File: src/rtl/pin_change_capture.sv
// Pin change capture: synchronises monitored pins, timestamps every value change
// and queues {pins, timestamp} events in a first-word-fall-through FIFO.
module pin_change_capture #(
    parameter int WIDTH       = 8,
    parameter int TS_WIDTH    = 32,
    parameter int DEPTH       = 16,
    parameter int SYNC_STAGES = 2
) (
    input  logic                     clk,
    input  logic                     rst,
    input  logic [WIDTH-1:0]         pin_values,
    output logic [WIDTH-1:0]         ev_pins,
    output logic [TS_WIDTH-1:0]      ev_time,
    output logic                     ev_valid,
    input  logic                     ev_ready,
    output logic [$clog2(DEPTH):0]   count,
    output logic                     overflow,
    input  logic                     clear_overflow,
    output logic [TS_WIDTH-1:0]      now,
    output logic [WIDTH-1:0]         live_pins
);

    localparam int AW = $clog2(DEPTH);
    localparam int EW = WIDTH + TS_WIDTH;

    localparam logic [AW:0]         CNT_ONE  = (AW+1)'(1);
    localparam logic [AW:0]         CNT_FULL = (AW+1)'(DEPTH);
    localparam logic [AW-1:0]       PTR_ONE  = AW'(1);
    localparam logic [TS_WIDTH-1:0] TS_ONE   = TS_WIDTH'(1);

    logic [WIDTH-1:0] sync_q [SYNC_STAGES];
    logic [WIDTH-1:0] last_pins;
    logic [EW-1:0]    mem [DEPTH];
    logic [AW-1:0]    wptr;
    logic [AW-1:0]    rptr;

    logic change;
    logic full;
    logic push;
    logic pop;
    logic drop;

    // Synchroniser chain for the asynchronous pins.
    always_ff @(posedge clk or negedge rst) begin
        if (!rst) begin
            for (int i = 0; i < SYNC_STAGES; i++) sync_q[i] <= '0;
        end else begin
            sync_q[0] <= pin_values;
            for (int i = 1; i < SYNC_STAGES; i++) sync_q[i] <= sync_q[i-1];
        end
    end

    assign live_pins = sync_q[SYNC_STAGES-1];

    // Handshake: the head on ev_pins/ev_time is consumed on a rising edge where
    // ev_valid && ev_ready; ev_ready is ignored while ev_valid is low, and
    // ev_valid/ev_pins/ev_time never depend combinationally on ev_ready.
    assign ev_valid = (count != '0);
    assign full     = (count == CNT_FULL);
    assign change   = (live_pins != last_pins);
    assign pop      = ev_valid && ev_ready;
    assign push     = change && (!full || pop);
    assign drop     = change && full && !pop;

    assign ev_pins  = mem[rptr][EW-1:TS_WIDTH];
    assign ev_time  = mem[rptr][TS_WIDTH-1:0];

    // Free-running timestamp; wraps silently.
    always_ff @(posedge clk or negedge rst) begin
        if (!rst) now <= '0;
        else      now <= now + TS_ONE;
    end

    // last_pins tracks live_pins even when the event is dropped.
    always_ff @(posedge clk or negedge rst) begin
        if (!rst) last_pins <= '0;
        else      last_pins <= live_pins;
    end

    always_ff @(posedge clk) begin
        if (push) mem[wptr] <= {live_pins, now};
    end

    always_ff @(posedge clk or negedge rst) begin
        if (!rst) begin
            wptr  <= '0;
            rptr  <= '0;
            count <= '0;
        end else begin
            if (push) wptr <= wptr + PTR_ONE;
            if (pop)  rptr <= rptr + PTR_ONE;
            case ({push, pop})
                2'b10:   count <= count + CNT_ONE;
                2'b01:   count <= count - CNT_ONE;
                default: count <= count;
            endcase
        end
    end

    // A drop on the same edge as a clear keeps the flag set.
    always_ff @(posedge clk or negedge rst) begin
        if (!rst)                overflow <= 1'b0;
        else if (drop)           overflow <= 1'b1;
        else if (clear_overflow) overflow <= 1'b0;
    end

endmodule

File: config.mk
export PLATFORM = sky130hd
export DESIGN_NAME = pin_change_capture
export DESIGN_NICKNAME = d
export VERILOG_FILES = /design/src/rtl/pin_change_capture.sv
export SDC_FILE = /design/constraint.sdc
export NUM_CORES = 1
export LEC_CHECK = 0
export ABC_AREA = 1
export CORE_UTILIZATION = 40
export CTS_BUF_LIST = sky130_fd_sc_hd__clkbuf_8
export CTS_CLUSTER_DIAMETER = 60
export DETAILED_ROUTE_END_ITERATION = 7
export PLACE_DENSITY = 0.61
export SETUP_SLACK_MARGIN = 0.02
export SLEW_MARGIN = 25
export SYNTH_ARGS = -nofsm -noshare
export SYNTH_HDL_FRONTEND = slang
export SYNTH_SLANG_ARGS = --single-unit
File: constraint.sdc
create_clock -name clk -period 3.07 [get_ports clk]
set_input_delay 0.614 -clock clk [delete_from_list [all_inputs] [get_ports clk]]
set_output_delay 0.614 -clock clk [all_outputs]
set_load 0.005 [all_outputs]
==> results of run 1 <==
==> cell usage in the layout, fill, tap and decap left out, types with 24 or more instances in the layout <==
master           count
clkbuf_8           123
mux2i_1            109
clkdlybuf4s50_1     57
o21ai_0             85
dfrtp_1             66
inv_1               53
buf_4               57
o221ai_1            74
buf_2               29
nand2_1             93
o21ai_1             97
clkinv_2            24
o211ai_1            76
xor2_1              25
o22ai_1             38
buf_12              48
nor2_1             243
edfxtp_1           640
buf_16              43
nand3_1             59
==> logic make-up after synthesis <==
group / Yosys count / share of synthesized area (%)
flip-flops: 710 / 74.8
adder cells (fa/ha/maj): 10 / 0.473
buffers and inverters: 164 / 2.91
AO/OA/AOI/OAI: 406 / 9.23
AND/OR/NAND/NOR: 465 / 6.91
multiplexers: 122 / 4.36
XOR/XNOR: 42 / 1.31
==> power by group <==
group | total, mW | switching (mW) | internal, mW
sequential | 12.6 | 0.426 | 12.2
clock | 8.36 | 3.73 | 4.63
combinational | 14.7 | 8.34 | 6.31
==> metrics by stage <==
| step | area [um^2] | TNS, ns | util [%] | instances |
|---|---|---|---|---|
| finish | 35200 | -1.61 | 51.1 | 3198 |
| global placement | 30700 | 0 | 44.5 | 2903 |
| floorplan | 28000 | -142.40 | - | 1919 |
| global route | 35200 | -5.19 | 51.1 | 3198 |
| detailed placement | 30700 | 0 | 44.5 | 2903 |
| CTS | 34700 | -3.09 | 50.4 | 3181 |
==> worst max path at each step <==
| stage | startpoint | to | depth (start not counted) |
|---|---|---|---|
| after detailed placement | ev_ready | mem[1][10] | 8 |
| after global placement | ev_ready | mem[0][7] | 8 |
| final | rptr[0] | ev_time[25] | 9 |
| after CTS | rptr[0] | ev_time[27] | 10 |
| after global routing | rptr[0] | ev_time[11] | 8 |
| after floorplan | live_pins[4] | mem[11][0] | 10 |
==> critical path: stages, from the launching register on <==
cell      delay (ns)
dfrtp_4         0.54
buf_12          0.17
buf_12          0.14
buf_12          0.15
buf_16          0.15
mux2i_1         0.12
o221ai_1        0.18
nand3_1         0.13
nand2_2         0.13
buf_2           0.13
==> registers in the layout (all words and copies together) (netlist names) <==
signal	count
count	5
last_pins	8
live_pins	8
mem	640
now	32
overflow	1
rptr	4
sync_q	8
wptr	4
==> layout make-up <==
cell class              count  area [um^2]
fillers                  5642        33700
flip-flops and latches    710        21000
multi-input cells        1045         6650
repair buffers            270         3890
clock buffers             123         1690
well taps                 931         1160
clock inverters            82          671
inverters                  37          151
==> metal layers <==
| layer | up-vias | GRT usage (%) | routed length [um] | share of wire [%] |
|---|---|---|---|---|
| li1 | 7822 | - | - | - |
| met1 | 8917 | 28.9 | 32100 | 42 |
| met2 | 796 | 34.0 | 36300 | 48 |
| met3 | 130 | 3.53 | 5600 | 7.4 |
| met4 | 0 | 7.80 | 2000 | 2.6 |
| met5 | - | 0 | 0 | 0 |
==> repair_timing <==
action                                  4_1_cts  5_1_grt
endpoints found under the setup margin       40       40
hold buffers                                  1        0
pin swaps                                   105       74
hold endpoints to repair                     41        0
gates resized for setup                     354       97
cloned                                       37        9
setup buffers                                35       13
==> flow_summary.toml, run 1 <==
[status]
outcome = "finished, violations left"
violations = "negative setup slack"

[worst_setup_path]
required_ns = 2.46
cp.arrival_ns = 2.56
cp-start-kind = "flop"
ff2ff_path_depth = 14
crit_type = "reg -> out"
reg2reg_to = "count[4]"
cp_max_fo = 8
end_kind = "output pin"
r2r_start = "count[2]"
regToRegSetupSlack_ns = 0.61

[worst_hold_path]
min_path_type = "reg -> reg"
worstHoldEndpoint = "live_pins[4]"
hold_start = "sync_q[12]"
hold_depth = 0

[synth]
synthFlopType = "edfxtp_1"
synth_top_area_cell = "edfxtp_1"
synth_edf_count = 640
synthMostInstantiatedCell = "edfxtp_1"
synth_cell_types = 35
synth_nets = 1941
yosysWarnings = 0
synth_common_cells = "640 x edfxtp_1, 269 x nor2_1, 202 x o21ai_0, 122 x mux2i_1, 108 x nand2_1"
synth_area_per_cell_um2 = 14.6
syn_inst = 1919
synth-async-reset-ratio_pct = 9.86
synth_top_area_share_pct = 68.6
ys_seq_area_share_pct = 74.8
synth_area_leaders = "edfxtp_1 69%, dfrtp_1 6.2%, mux2i_1 4.4%"
synth_seq_cells = 710
syn_area_um2 = 28000

[grt]
grt_pass1_wl_um = 111000
grt_pass1_vias = 17700
grt_start_max_net_pins = 81
antenna_found_initial = 0
track_usage_pct = 21.1
grt_overflow = 0

[sta]
setup-violations-final = 30
max-slew-margin-rel_pct = 52.1
tightest_slew_ns = 0.719
whs_ns = 0.343
skew_ns = 0.0535
min_period_ns = 3.18
drv_slew = 0
period_share_pct = 103
hold_viol = 0
fin_ws_ns = -0.107
rsz0062_at_grt = "yes"
clock.fmax_mhz = 315

[finish]
drive_above_1_share_pct = 21.6
antenna_cells = 0
layout.nets = 2195
syn2layout_area_growth_pct = 25.6

[route]
drt_first_iter_violations = 1823
drt_wl_total_um = 76000
firstDrtPassIters = 5
drc = 0
via_per_inst = 5.52
avgRoutedWirePerCell_um = 23.8
vias = 17700
ant_nets = 0

[clock_tree]
cts.clk_slew.worst_paths_ns = 0.07
clk_latency_ns = 0.74
cts_htree_levels = 3
cts_buffers = 109
cts.sink_count = 710
cts_tree = "done"
cts.path.max_buffers = 3
root_buffer = "clkbuf_8"

[power]
finalPower_mw = 35.6
vdd_drop_max_uv = 613
power.density_nw_per_um2 = 1010
p_leak_nw = 12.6

[die]
dieArea_um2 = 71100
core-area_um2 = 68900
start_util_pct = 40.7
fp.dieH_um = 267
io_pins = 99
die_w_um = 267
rows = 96

[placed_design]
gp_congestion = 0.775
post-dp-hpwl_um = 34200
portBuffers = 98
pre_cts_ws_ns = 0.260

[job]
drv_cap = 0
Note: power is estimated with default switching activity, not from simulation.
==> inputs of run 2 (changes only) <==
--- a/config.mk
+++ b/config.mk
@@ -12,6 +12,7 @@
 export DETAILED_ROUTE_END_ITERATION = 7
 export PLACE_DENSITY = 0.61
 export SETUP_SLACK_MARGIN = 0.02
+export SKIP_CTS_REPAIR_TIMING = 1
 export SLEW_MARGIN = 25
 export SYNTH_ARGS = -nofsm -noshare
 export SYNTH_HDL_FRONTEND = slang
==> flow_summary.toml, run 2 (synthesis results as in run 1) <==
[status]
outcome = "finished, violations left"
violations = "negative setup slack"

[power]
p_leak_nw = 12.6
pwr-share-clk_pct = 24.1
p_comb_share_pct = 39.7
p_switching_mw = 12.3
finalPower_mw = 34.7
swShare_pct = 35.5
p_int_mw = 22.4
power.density_nw_per_um2 = 995
vdd_drop_max_uv = 605
p_seq_share_pct = 36.2

[finish]
top_regs = "mem x640, now x32"
mostFrequentLayoutCells = "640 x edfxtp_1, 216 x nor2_1, 168 x o21ai_0, 123 x clkbuf_8, 119 x mux2i_1"
seq_area_um2 = 21000
fill_cells = 5708
layout.nets = 2200
final_common_cell = "edfxtp_1"
syn2layout_area_growth_pct = 24.4
max_flop_register = "mem"
multi_input_area_um2 = 6660
largest_reg_flops = 640
final_cells = 3203
design_area_um2 = 34900
drive_above_1_share_pct = 21.3
antenna_cells = 0
post-route-util_pct = 50.6

[route]
vias = 17800
firstDrtPassIters = 5
via_per_inst = 5.55
drt_wl_total_um = 76400
drc = 0
avgRoutedWirePerCell_um = 23.9
drt_first_iter_violations = 1857
ant_nets = 0

[sta]
hold_viol = 0
drv_slew = 0
tightest_slew_ns = 0.702
period_share_pct = 107
skew_ns = 0.0455
clock.fmax_mhz = 305
fin_ws_ns = -0.209
min_period_ns = 3.28
max-slew-margin-rel_pct = 53.2
rsz0062_at_grt = "yes"
setup-violations-final = 30
tns_ns = -2.65

[placed_design]
post-dp-hpwl_um = 34200
dp_cells = 2903
portBuffers = 98
gp_congestion = 0.775
post_dp_cell_area_um2 = 30700

[worst_setup_path]
crit_type = "reg -> out"
cp.arrival_ns = 2.66
cp-start-kind = "flop"
cp_max_fo = 7
regToRegSetupSlack_ns = 0.60
required_ns = 2.46
end_kind = "output pin"

[die]
core-area_um2 = 68900
fp.dieH_um = 267
dieArea_um2 = 71100
rows = 96
start_util_pct = 40.7
die_w_um = 267
io_pins = 99

[worst_hold_path]
min_path_type = "reg -> reg"

[grt]
grt_pass1_wl_um = 102000
antenna_found_initial = 2
grt_overflow = 0
grt_start_max_net_pins = 132
grt_pass1_vias = 16900
track_usage_pct = 19.0

[clock_tree]
cts_tree = "done"
cts_htree_levels = 3
root_buffer = "clkbuf_8"
cts.path.max_buffers = 3
cts_buffers = 109
clk_latency_ns = 0.73
cts.clk_slew.worst_paths_ns = 0.06
cts.sink_count = 710

[job]
drv_cap = 0
## run 2: cell count changes in the layout (fill, tap and decap cells not counted), moves of 14 or more
cell,change
o21ai_2,-15
buf_6,+14
o21ai_1,-66
o21ai_0,+83
nor2_1,-27
clkbuf_16,+15
buf_16,-34
nor2_2,+14
## run 2: power by group through the flow
stage	clock network [mW]	registers, mW	logic [mW]
after detailed placement	0	12.7	10.8
after global placement	0	12.7	10.7
after CTS	8.49	12.5	10.9
final	8.35	12.6	13.8
after floorplan	0	12.7	6.26
after global routing	8.88	12.7	14.6
## run 2: worst paths after layout
path                                 start      endpoint  depth (start not counted)
worst max-delay path               rptr[0]   ev_time[11]                         11
worst min-delay path            sync_q[12]  live_pins[4]                          0
worst max register to register    count[2]      count[4]                         14
worst min register to register  sync_q[12]  live_pins[4]                          0
max in group asynchronous              rst     sync_q[9]                          3
min in group asynchronous              rst       now[24]                          2
## run 2: layout make-up
type	instances	share of cell area, %
timing repair inverter	1	0.0861
inverter	37	0.474
timing repair buffer	274	10.0
clock buffer	123	4.86
clock inverter	82	1.92
tap	931	3.34
multi-input combinational	1045	19.1
sequential	710	60.2
## run 2: per-layer routing
layer / wire [um] / up-vias / global-route usage [%]
met5: 0 / - / 0
met4: 2070 / 0 / 6.96
met3: 5590 / 132 / 3.17
met2: 36600 / 782 / 30.7
met1: 32200 / 9067 / 25.9
li1: - / 7799 / -
## run 2: stage by stage
step | setup slack (ns) | hold WS [ns]
floorplan | -0.282 | 0.318
global placement | 0.291 | 0.333
detailed placement | 0.260 | 0.335
CTS | -0.557 | -0.0824
global route | -0.344 | 0.333
finish | -0.209 | 0.342
## run 2: critical path: stages (launching register included)
cell	delay, ns
dfrtp_4	0.47
buf_12	0.18
clkinv_16	0.08
buf_12	0.13
buf_6	0.11
clkbuf_16	0.16
buf_8	0.14
nor2_4	0.08
o22ai_2	0.09
o211ai_1	0.17
nand2_1	0.15
buf_2	0.17
==> inputs of run 3 (changes only) <==
--- a/config.mk
+++ b/config.mk
@@ -6,6 +6,7 @@
 export NUM_CORES = 1
 export LEC_CHECK = 0
 export ABC_AREA = 1
+export ABC_CLOCK_PERIOD_IN_PS = 3070
 export CORE_UTILIZATION = 40
 export CTS_BUF_LIST = sky130_fd_sc_hd__clkbuf_8
 export CTS_CLUSTER_DIAMETER = 60
==> results of run 3 <==
Same layout as run 2: the final DEF is identical, and so are final timing and power.
